**config.mk**
```make
export PLATFORM = sky130hd
export DESIGN_NAME = channel_encoder_flat
export DESIGN_NICKNAME = d
export VERILOG_FILES = /design/src/rtl/channel_encoder_pkg.sv /design/src/rtl/channel_encoder_if.sv /design/src/rtl/channel_encoder_rr_arb4.sv /design/src/rtl/channel_encoder.sv /design/src/flat_wrapper.sv
export SDC_FILE = /design/constraint.sdc
export NUM_CORES = 1
export LEC_CHECK = 0
export CORE_ASPECT_RATIO = 0.7
export CORE_MARGIN = 2
export CORE_UTILIZATION = 53
export DETAILED_ROUTE_END_ITERATION = 8
export HOLD_SLACK_MARGIN = 0.03
export PLACE_DENSITY = 0.85
export SYNTH_ARGS = -nofsm -noshare
export SYNTH_HDL_FRONTEND = slang
export SYNTH_SLANG_ARGS = --single-unit
```
**constraint.sdc**
```tcl
create_clock -name clk -period 3.15 [get_ports clk]
set_input_delay 0.63 -clock clk [delete_from_list [all_inputs] [get_ports clk]]
set_output_delay 0.63 -clock clk [all_outputs]
set_load 0.1 [all_outputs]
```
**src/rtl/channel_encoder_pkg.sv**
```systemverilog
// Shared constants and helpers for the four-channel instruction word format.
// Imported by the encoder (and intended for the matching decoder) so both
// sides agree on field positions and widths.
//
// Word layout: [15:14] opcode, [13:12] channel select, [11:0] payload.
package chan_enc_pkg;

  localparam int NUM_CH  = 4;
  localparam int SEL_W   = 2;
  localparam int DATA_W  = 12;
  localparam int WORD_W  = 16;
  localparam int SEL_LSB = 12;
  localparam int OPC_LSB = 14;

  // Assemble one instruction word from its three fields.
  function automatic logic [WORD_W-1:0] pack_word(
    input logic [WORD_W-OPC_LSB-1:0] opc,
    input logic [SEL_W-1:0]          sel,
    input logic [DATA_W-1:0]         payload
  );
    return {opc, sel, payload};
  endfunction

endpackage

```
**src/rtl/channel_encoder_if.sv**
```systemverilog
// Valid/ready stream carrying encoded instruction words.
//   out_word  : instruction word {opcode, sel, payload}
//   out_valid : out_word is valid
//   out_ready : sink accepts out_word this cycle
// master = encoder side, slave = decoder / downstream side.
interface channel_encoder_if;
  import chan_enc_pkg::*;

  logic [WORD_W-1:0] out_word;
  logic              out_valid;
  logic              out_ready;

  modport master (output out_word, output out_valid, input out_ready);
  modport slave  (input out_word, input out_valid, output out_ready);

endinterface

```
**src/rtl/channel_encoder_rr_arb4.sv**
```systemverilog
// Combinational 4-way round-robin arbiter.
//   req[3:0]     : request bits
//   last[1:0]    : index granted most recently
//   gnt_idx[1:0] : first requester searching last+1, last+2, ... modulo 4
//   gnt_any      : at least one request present (gnt_idx meaningful)
module rr_arb4 (
  input  logic [3:0] req,
  input  logic [1:0] last,
  output logic [1:0] gnt_idx,
  output logic       gnt_any
);

  // NOTE: every output gets a default before the search loop so no path
  // leaves it unassigned, which would otherwise infer a latch.
  always_comb begin
    logic [1:0] cand;
    gnt_idx = last;
    gnt_any = 1'b0;
    cand    = last;
    for (int k = 1; k <= 4; k++) begin
      // 2-bit wraparound gives the modulo-4 rotation for free.
      cand = last + k[1:0];
      if (!gnt_any && req[cand]) begin
        gnt_idx = cand;
        gnt_any = 1'b1;
      end
    end
  end

endmodule

```
**src/rtl/channel_encoder.sv**
```systemverilog
// Four-channel instruction encoder: captures per-channel 12-bit values on
// update strobes, keeps one pending update per channel, and serialises them
// round-robin as 16-bit instruction words over a valid/ready stream.
//   clk, rst     : clock, synchronous active-high reset
//   ch_data      : four packed channel values, channel i at [12*i +: 12]
//   ch_upd       : per-channel capture strobe
//   refresh      : pulse, re-queue all four held values
//   clr_overrun  : clear the sticky overrun flags
//   stream       : output word stream (master side)
//   overrun      : sticky, an update replaced a value that was never sent
//   busy         : work pending or a word is presented
module channel_encoder #(
  parameter int         DATA_W = 12,
  parameter logic [1:0] OPCODE = 2'b00
) (
  input  logic                  clk,
  input  logic                  rst,
  input  logic [4*DATA_W-1:0]   ch_data,
  input  logic [3:0]            ch_upd,
  input  logic                  refresh,
  input  logic                  clr_overrun,
  channel_encoder_if.master     stream,
  output logic [3:0]            overrun,
  output logic                  busy
);
  import chan_enc_pkg::NUM_CH;
  import chan_enc_pkg::SEL_W;
  import chan_enc_pkg::pack_word;

  // The word format leaves exactly 12 payload bits.
  if (DATA_W != chan_enc_pkg::DATA_W) begin : g_bad_width
    $error("channel_encoder: DATA_W must be 12");
  end

  logic [DATA_W-1:0] hold [NUM_CH];
  logic [NUM_CH-1:0] pend;
  logic [SEL_W-1:0]  last;
  logic [SEL_W-1:0]  gnt_idx;
  logic              gnt_any;
  logic              load;
  logic [NUM_CH-1:0] gnt_oh;
  logic [NUM_CH-1:0] ovr_evt;

  rr_arb4 u_arb (
    .req     (pend),
    .last    (last),
    .gnt_idx (gnt_idx),
    .gnt_any (gnt_any)
  );

  // Output register is free when empty or being drained this cycle.
  assign load = (!stream.out_valid || stream.out_ready) && gnt_any;

  always_comb begin
    gnt_oh = '0;
    if (load) gnt_oh[gnt_idx] = 1'b1;
  end

  // A channel being loaded this cycle has its old value on its way out, so a
  // simultaneous update is not an overwrite of unsent data.
  assign ovr_evt = ch_upd & pend & ~gnt_oh;

  assign busy = (|pend) || stream.out_valid;

  // NOTE: state uses non-blocking assignments so every register samples the
  // pre-edge values; here hold[gnt_idx] must be read before it is recaptured.
  always_ff @(posedge clk) begin
    if (rst) begin
      // NOTE: the small hold array is reset explicitly because its contents
      // become visible on the bus after a refresh.
      for (int i = 0; i < NUM_CH; i++) hold[i] <= '0;
      pend             <= '0;
      last             <= SEL_W'(NUM_CH - 1);
      overrun          <= '0;
      stream.out_word  <= '0;
      stream.out_valid <= 1'b0;
    end else begin
      for (int i = 0; i < NUM_CH; i++) begin
        if (ch_upd[i]) hold[i] <= ch_data[DATA_W*i +: DATA_W];
      end
      // Update or refresh re-arms a channel even if it is granted this cycle.
      pend    <= ch_upd | {NUM_CH{refresh}} | (pend & ~gnt_oh);
      overrun <= clr_overrun ? ovr_evt : (overrun | ovr_evt);

      if (load) begin
        stream.out_word  <= pack_word(OPCODE, gnt_idx, hold[gnt_idx]);
        stream.out_valid <= 1'b1;
        last             <= gnt_idx;
      end else if (stream.out_ready) begin
        // Accepted with nothing queued; the word itself is left as is.
        stream.out_valid <= 1'b0;
      end
    end
  end

endmodule

```
**src/flat_wrapper.sv**
```systemverilog
// flat-port wrapper written by rule: the top's interface ports become plain ports
module channel_encoder_flat import chan_enc_pkg::NUM_CH; import chan_enc_pkg::SEL_W; import chan_enc_pkg::pack_word;
#(
  parameter int         DATA_W = 12,
  parameter logic [1:0] OPCODE = 2'b00
)
  (clk, rst, ch_data, ch_upd, refresh, clr_overrun, overrun, busy, stream_out_word, stream_out_valid, stream_out_ready);
  channel_encoder_if stream_i ();
  input  logic clk;
  input  logic rst;
  input  logic [4*DATA_W-1:0] ch_data;
  input  logic [3:0] ch_upd;
  input  logic refresh;
  input  logic clr_overrun;
  output logic [3:0] overrun;
  output logic busy;
  output wire logic [$bits(stream_i.out_word)-1:0] stream_out_word;
  output wire logic [$bits(stream_i.out_valid)-1:0] stream_out_valid;
  input wire logic [$bits(stream_i.out_ready)-1:0] stream_out_ready;
  assign stream_out_word = stream_i.out_word;
  assign stream_out_valid = stream_i.out_valid;
  assign stream_i.out_ready = stream_out_ready;
  channel_encoder #(.DATA_W(DATA_W), .OPCODE(OPCODE)) u_core (.clk(clk), .rst(rst), .ch_data(ch_data), .ch_upd(ch_upd), .refresh(refresh), .clr_overrun(clr_overrun), .stream(stream_i), .overrun(overrun), .busy(busy));
endmodule
```
# Yosys cells after proc, flatten, opt, wreduce, memory -nomap -nowiden
# Memories as Yosys holds them, arrays and structs flattened. A register that Yosys moved wholly into a read port is not among the register bits.
# Index checks and enable logic that the tools add are counted.
# word_totals
mem_count	1
mem_bits_rw	48
reg_bits	25
wordCells	79
in_bits	57
# op_classes
bitwise	11
add_sub_neg	3
n_mux	40
reduce_logical	13
n_lt_le_gt_ge	6
# memory_table
memory	depth	width	read_ports	rd_ports_with_merged_regs	wr	line	source
u_core.hold	4	12	1	1	4	channel_encoder.sv:35	logic [DATA_W-1:0] hold [NUM_CH];
# ops
op	n
$mux W12	4
$mux W1	25
$lt A2 B3 Y1 const B	5
$and A4 B4 Y4	3
$or A4 B4 Y4	3
$bmux W1 S2	4
$mux W2	4
$mux W4	2
$logic_and A1 B1 Y1	5
$add A2 B2 Y2 const B	2
$logic_not A1 Y1	4
$not A4 Y4	1
$or A1 B1 Y1	4
$reduce_or A4 Y1	1
$add A2 B1 Y2 const B	1
$demux W1 S2	1
$ge A2 B1 Y1 const B	1
$logic_or A1 B1 Y1	2
$reduce_bool A2 Y1	1

# Longest topological paths before layout
# Gate-level depths: netlist (run 1).
# logic_depth
depth_word	22
depth_mapped	7
depth_no_buf	5

# Modules after synthesis
# Synthesis (run 1) repeated with hierarchy kept, for this count alone.
# unflattened
cells_unflattened	255
area_unflattened_um2	3190.6
# modules_own_cells
module	area_per_inst_um2	instances	cells_each	seq_area_each_um2
channel_encoder	3108.0	1	241	1941.9
rr_arb4	82.6	1	14	0.0

# Worst setup path after synthesis (run 1)
# Ideal clock, no wire load.
# synth_timing
path_type	flip-flop to output port
startpoint	register u_core.stream.out_valid
endpoint	output busy
stages_incl_launch_ff	2
t_required_ns	2.520
setup_slack_ns	0.709
t_arrival_ns	1.811
cell_sequence	dfxtp_1 -> nand2b_1
# synth_between
elab_chain_cells	1
# synth_rtl
item	line	source
from (decl)	channel_encoder_if.sv:13	modport master (output out_word, output out_valid, input out_ready);
from (signal assigned)	channel_encoder.sv:76	stream.out_valid <= 1'b0;
from (signal assigned)	channel_encoder.sv:87	stream.out_valid <= 1'b1;
from (signal assigned)	channel_encoder.sv:91	stream.out_valid <= 1'b0;
$logic_or A1 B1 Y1	channel_encoder.sv:63	assign busy = (|pend) || stream.out_valid;
to (decl)	flat_wrapper.sv:16	output logic busy;
# Every way passes these cells.

==> flow_metrics.tcl, run 1 <==
set metrics [dict create \
    status "finished, final reports clean" \
    arrival_ns 2.33 \
    max_freq_mhz 471 \
    num_antenna_cells 0 \
    vias 2323 \
    overflow 0 \
    synth_seq_cells 73 \
    start_util_pct 55.6 \
    setup_viol 0 \
    crit_path_top_delay_cell "nor2b_1" \
    numPortBuffers 76 \
    area_growth_pct 30.3 \
    finalHoldViolCount 0 \
    yosysSeqAreaShare_pct 60.1 \
    clkSlewWorstSetupHoldPaths_ns 0.07 \
    cts_resized 0 \
    synth_cell_types 37 \
    antenna_found_initial 0 \
    cts_tree "done" \
    grt_pass1_wl_mm 11.0 \
    worst_slew_pin_slew_ns 0.794 \
    async_reset_ff_share_pct 0 \
    min_period_ns 2.12 \
    clk_path_buf_depth 2 \
    place.gp.congestion 0.938 \
    synth.area.top_cells "edfxtp_1 45%, dfxtp_1 15%, and2_1 9.3%" \
    drt-initial-drc-count 83 \
    cts_buffers 9 \
    gr-usage-met2_pct 34.6 \
    path_max_fanout 16 \
    path_buf_inv 1 \
    core_area_mm2 0.00581 \
    wl_mm 6.94 \
    fin_nets 406 \
    use_met1_pct 26.0 \
    drc 0 \
    finalSetupTns_ns 0 \
    worstPathCellList "clkdlybuf4s50_1, nor2b_1, and2_1" \
    place_ws_ns 0.671 \
    use_met3_pct 8.37 \
    synth_top_area_share_pct 44.6 \
    regArea_mm2 0.00194 \
    drt-pass1-iter-count 4 \
    grtUsageTotal_pct 20.9 \
    slowest_delay_ns 0.76 \
    hold_buffers 0 \
    fin_util_pct 72.4 \
    multiInputGateArea_mm2 0.00114 \
    htreeDepth 3 \
    grt_max_degree 17 \
    post_cts_buffers 0 \
    viasPerCell 5.41 \
    slew_violations 0 \
    p_leak_nw 1.65 \
    clock_skew_ns 0.00609 \
    avgSynthCellArea_um2 11.9 \
    fillers 416 \
    placed_cell_area_mm2 0.00399 \
    p_per_area_mw_per_mm2 634 \
    ys.flop_type "edfxtp_1" \
    drv_cap 0 \
    synth_edf_count 48 \
    grt_pass1_vias 2268 \
    clk_latency_ns 0.34 \
    total_power_w 0.00267 \
    rsz0062_at_grt "no" \
    required_ns 3.36 \
    clockRootBuffer "clkbuf_8" \
    post_drt_wl_per_cell_um 16.2 \
    drive_gt1_share_pct 16.4 \
    crit_type "input pin to register" \
    crit_path_end_kind "register" \
    worst_slack_ns 1.03 \
    ir_drop_uv 302 \
    syn_area_mm2 0.00323 \
    period_share_pct 67.5 \
    grt_busiest_layer "met2" \
    io_pins 79 \
    final_antenna_net_count 0 \
    die_y_um 69.3 \
    slew_headroom_pct 46.9 \
    clock-sinks 73 \
    crit_path_start_kind "input pin" \
    ys_warn_count 0 \
    hp-class "register to register" \
    dp_hpwl_mm 5.19 \
    cp_top_family "simple AND/OR/NAND/NOR gates" \
    rows 23 \
    fin_area_mm2 0.00421 \
    die_x_um 97.3 \
    synth_cells 272 \
    yosysTopAreaCell "edfxtp_1" \
    die_area_mm2 0.00675 \
]
[flip-flops by register name, indices dropped and copies added, names as in the netlist]
register	flops
u_core.hold	48
u_core.stream.out_word	14
u_core.overrun	4
u_core.pend	4
u_core.last	2
u_core.stream.out_valid	1
[metal layers]
layer	share of wire (%)	up-vias	routed length [µm]
li1	-	1130	-
met1	44	1099	3030
met2	49	88	3390
met3	6.7	6	464
met4	0.75	0	52
met5	0	-	0
[where the power goes]
| group | switching [W] | total [W] | internal (W) |
|---|---|---|---|
| clock | 0.000346 | 0.000795 | 0.000448 |
| sequential | 0.0000497 | 0.00117 | 0.00112 |
| combinational | 0.000481 | 0.000707 | 0.000226 |
| total | 0.000877 | 0.00267 | 0.00179 |
[final cells by class]
type                    count  area share, %
flip-flops and latches     73           46.1
multi-input cells         168           27.1
repair buffers             83           18.1
clock buffers              10           3.03
well taps                  75           2.23
clock inverters             6           2.20
inverters                  14           1.25
[path summary, 6_finish.rpt]
| kind | slack (ns) | to | from | cells past startpoint |
|---|---|---|---|---|
| min | 0.46 | u_core.overrun[2]$_SDFF_PP0_ | u_core.overrun[2]$_SDFF_PP0_ | 2 |
| min reg2reg | 0.46 | u_core.overrun[2]$_SDFF_PP0_ | u_core.overrun[2]$_SDFF_PP0_ | 2 |
| max reg2reg | 1.12 | u_core.stream.out_word[7]$_SDFFE_PP0P_ | u_core.last[0]$_SDFFE_PP1P_ | 6 |
| max | 1.03 | u_core.hold[0][7]$_SDFFCE_PN0P_ | rst | 3 |
[per-stage QoR]
stage | hold WS (ns) | instances
finish | 0.464 | 429
global route | 0.485 | 429
CTS | 0.466 | 429
detailed placement | 0.456 | 413
global placement | 0.439 | 413
floorplan | 0.502 | 273
[worst min-delay path: stages (launching register included)]
cell	delay, ns
dfxtp_1	0.32
nand2_1	0.05
o21ai_1	0.05
[cell usage in the layout (no fill, tap or decap), types with 2 or more instances in the layout]
master,count
a2111oi_1,4
buf_4,27
a211oi_1,11
conb_1,2
a31oi_1,11
a21boi_1,2
nand2_1,5
dfxtp_1,25
nand3_1,3
clkbuf_8,9
o21ai_1,5
clkdlybuf4s50_1,56
nand2b_1,5
clkinvlp_4,2
o31a_1,2
inv_1,14
a21o_1,2
and2_1,48
a2111oi_2,7
a22o_1,2
nor2b_1,7
or2_2,5
a21oi_1,4
nor2_1,20
clkinv_4,2
mux2i_1,13
bufinv_16,2
edfxtp_1,48
[cell usage after synthesis, types with 3 or more instances]
cell type and instances:
a2111oi_1 4, a2111oi_2 7, a211oi_1 11, a21oi_1 4, a31oi_1 11, and2_1 48
buf_2 3, buf_4 3, clkbuf_1 10, dfxtp_1 25, edfxtp_1 48, inv_1 14
mux2i_1 13, nand2_1 5, nand2b_1 5, nand3_1 3, nor2_1 20, nor2b_1 7
o21ai_1 5, or2_2 5
[logic make-up after synthesis]
logic type	after synthesis	share of synthesized area, %
compound gates	54	13.6
buf+inv	32	4.76
flops	73	60.1
simple gates	99	17.5
mux	13	4.03
other cells	1	0.116
Note: power is estimated with default switching activity, not from simulation.
==> run 2, diff against run 1 <==
--- a/config.mk
+++ b/config.mk
@@ -7,10 +7,10 @@
 export LEC_CHECK = 0
 export CORE_ASPECT_RATIO = 0.7
 export CORE_MARGIN = 2
-export CORE_UTILIZATION = 53
+export CORE_UTILIZATION = 44
 export DETAILED_ROUTE_END_ITERATION = 8
 export HOLD_SLACK_MARGIN = 0.03
-export PLACE_DENSITY = 0.85
+export PLACE_DENSITY = 0.75
 export SYNTH_ARGS = -nofsm -noshare
 export SYNTH_HDL_FRONTEND = slang
 export SYNTH_SLANG_ARGS = --single-unit
==> constraint.sdc (replaced) <==
create_clock -name clk -period 1.78 [get_ports clk]
set_input_delay 0.356 -clock clk [delete_from_list [all_inputs] [get_ports clk]]
set_output_delay 0.356 -clock clk [all_outputs]
set_load 0.1 [all_outputs]
==> flow_metrics.tcl, run 2 (same netlist as run 1, synthesis figures left out) <==
set metrics [dict create \
    status "finished, final reports clean" \
    finalSetupTns_ns 0 \
    worst_slew_pin_slew_ns 0.843 \
    arrival_ns 1.38 \
    fin_nets 416 \
    clk_path_buf_depth 2 \
    final_antenna_net_count 0 \
    r2r_slack_ns 0.05 \
    rows 26 \
    crit_path_end_kind "output port" \
    hp-class "register to register" \
    clkSlewWorstSetupHoldPaths_ns 0.08 \
    clockRootBuffer "clkbuf_8" \
    clock-sinks 73 \
    max_freq_mhz 576 \
    hold_buffers 0 \
    htreeDepth 3 \
    io_pins 79 \
    crit_type "register to output port" \
    placed_cell_area_mm2 0.00435 \
    antenna_found_initial 0 \
    slowest_delay_ns 0.37 \
    slew_violations 0 \
    mostFrequentLayoutCells "56 x clkdlybuf4s50_1, 48 x and2_1, 48 x edfxtp_1" \
    p_per_area_mw_per_mm2 1080 \
    post_drt_wl_per_cell_um 16.2 \
    wl_mm 7.47 \
    numPortBuffers 76 \
    area_growth_pct 44.8 \
    layout_commonest_cell "clkdlybuf4s50_1" \
    largest_register_ffs 48 \
    regMostFlops "u_core.hold" \
    ir_drop_uv 461 \
    place.gp.congestion 0.903 \
    clock_skew_ns 0.00697 \
    regArea_mm2 0.00195 \
    fin_cells 462 \
    drive_gt1_share_pct 22.8 \
    dp_cells 443 \
    overflow 0 \
    start_util_pct 44.8 \
    multiInputGateArea_mm2 0.00120 \
    drc 0 \
    grt_pass1_wl_mm 11.2 \
    grt_pass1_vias 2220 \
    die_y_um 75.7 \
    die_area_mm2 0.00806 \
    grt_max_degree 27 \
    finalHoldViolCount 0 \
    dp_hpwl_mm 5.46 \
    crit_path_top_delay_cell "dfxtp_4" \
    min_period_ns 1.74 \
    drt-pass1-iter-count 4 \
    p_leak_nw 1.81 \
    path_max_fanout 5 \
    crit_path_start_kind "register" \
    cts_tree "done" \
    grtUsageTotal_pct 19.2 \
    drt-initial-drc-count 82 \
    cts_buffers 9 \
    clk_latency_ns 0.35 \
    rsz0062_at_grt "yes" \
    die_x_um 106 \
    viasPerCell 5.02 \
    setup_viol 0 \
    core_area_mm2 0.00722 \
    largestRegisters "u_core.hold x48, u_core.stream.out_word x14" \
    worstPathCellList "nor4_4, buf_4, nand2b_4, buf_12" \
    num_antenna_cells 0 \
    fin_area_mm2 0.00468 \
    slew_headroom_pct 43.7 \
    fillers 577 \
    drv_cap 0 \
    required_ns 1.42 \
    vias 2321 \
    period_share_pct 97.6 \
    fin_util_pct 64.8 \
]
[run 2: changes by cell type in the layout (fill, tap and decap cells not counted), moves of 2 or more]
| cell | delta |
|---|---|
| dfxtp_2 | +4 |
| dfxtp_4 | +2 |
| buf_4 | -13 |
| buf_12 | +22 |
| nor2b_2 | +2 |
| nor2b_1 | -3 |
| a2111oi_2 | +2 |
| a2111oi_1 | -2 |
| dfxtp_1 | -6 |
[run 2: repair_timing]
action                                 in CTS  in global routing
resized for setup                           7                 13
pin swaps                                   2                  8
buffers inserted                            2                  0
setup endpoints to repair                   5                 21
gates cloned                                0                  1
endpoints found under the hold margin       0                  0
[run 2: worst max-delay path, delay by kind of cell, from the launching register on]
kind | cells | cell delay [ns]
and+or+nand+nor | 2 | 0.34
buffers and inverters | 2 | 0.33
DFF | 1 | 0.37
[run 2: per-layer routing]
metal  vias up  GRT usage [%]  routed length (µm)
met5         -              0                   0
met4         0           7.22                 109
met3        15           6.33                 491
met2        78           32.2                3590
met1      1083           23.7                3290
li1       1145              -                   -
[run 2: final cells by class]
type | count | share of cell area (%)
inverter | 14 | 1.12
clock inverter | 7 | 2.01
sequential | 73 | 41.8
clock buffer | 9 | 2.65
timing repair buffer | 93 | 24.2
tap | 98 | 2.62
multi-input combinational | 168 | 25.7
[run 2: metrics by stage]
| step | power (W) | setup slack [ns] | hold WS [ns] |
|---|---|---|---|
| 2_1_floorplan | 0.00301 | 0.0190 | 0.488 |
| 3_3_place_gp | 0.00357 | -0.206 | 0.483 |
| 3_5_place_dp | 0.00360 | -0.213 | 0.488 |
| 4_1_cts | 0.00504 | 0.000859 | 0.499 |
| 5_1_grt | 0.00525 | -0.0142 | 0.519 |
| 6_report | 0.00507 | 0.0428 | 0.496 |
[run 2: power by group]
part	internal, W	switching [W]	leakage [nW]	total, W
combinational	0.000636	0.000894	0.973	0.00153
clock	0.000789	0.000648	0.107	0.00144
sequential	0.00198	0.000127	0.725	0.00211
total	0.00340	0.00167	1.81	0.00507
[run 2: path summary, 6_finish.rpt]
kind                                      from                                       to  depth (start not counted)
setup / recovery     u_core.pend[3]$_SDFF_PP0_                                     busy                          4
hold reg to reg   u_core.overrun[3]$_SDFF_PP0_             u_core.overrun[3]$_SDFF_PP0_                          2
setup reg to reg     u_core.pend[2]$_SDFF_PP0_  u_core.stream.out_word[11]$_SDFFE_PP0P_                          6
hold / removal    u_core.overrun[3]$_SDFF_PP0_             u_core.overrun[3]$_SDFF_PP0_                          2
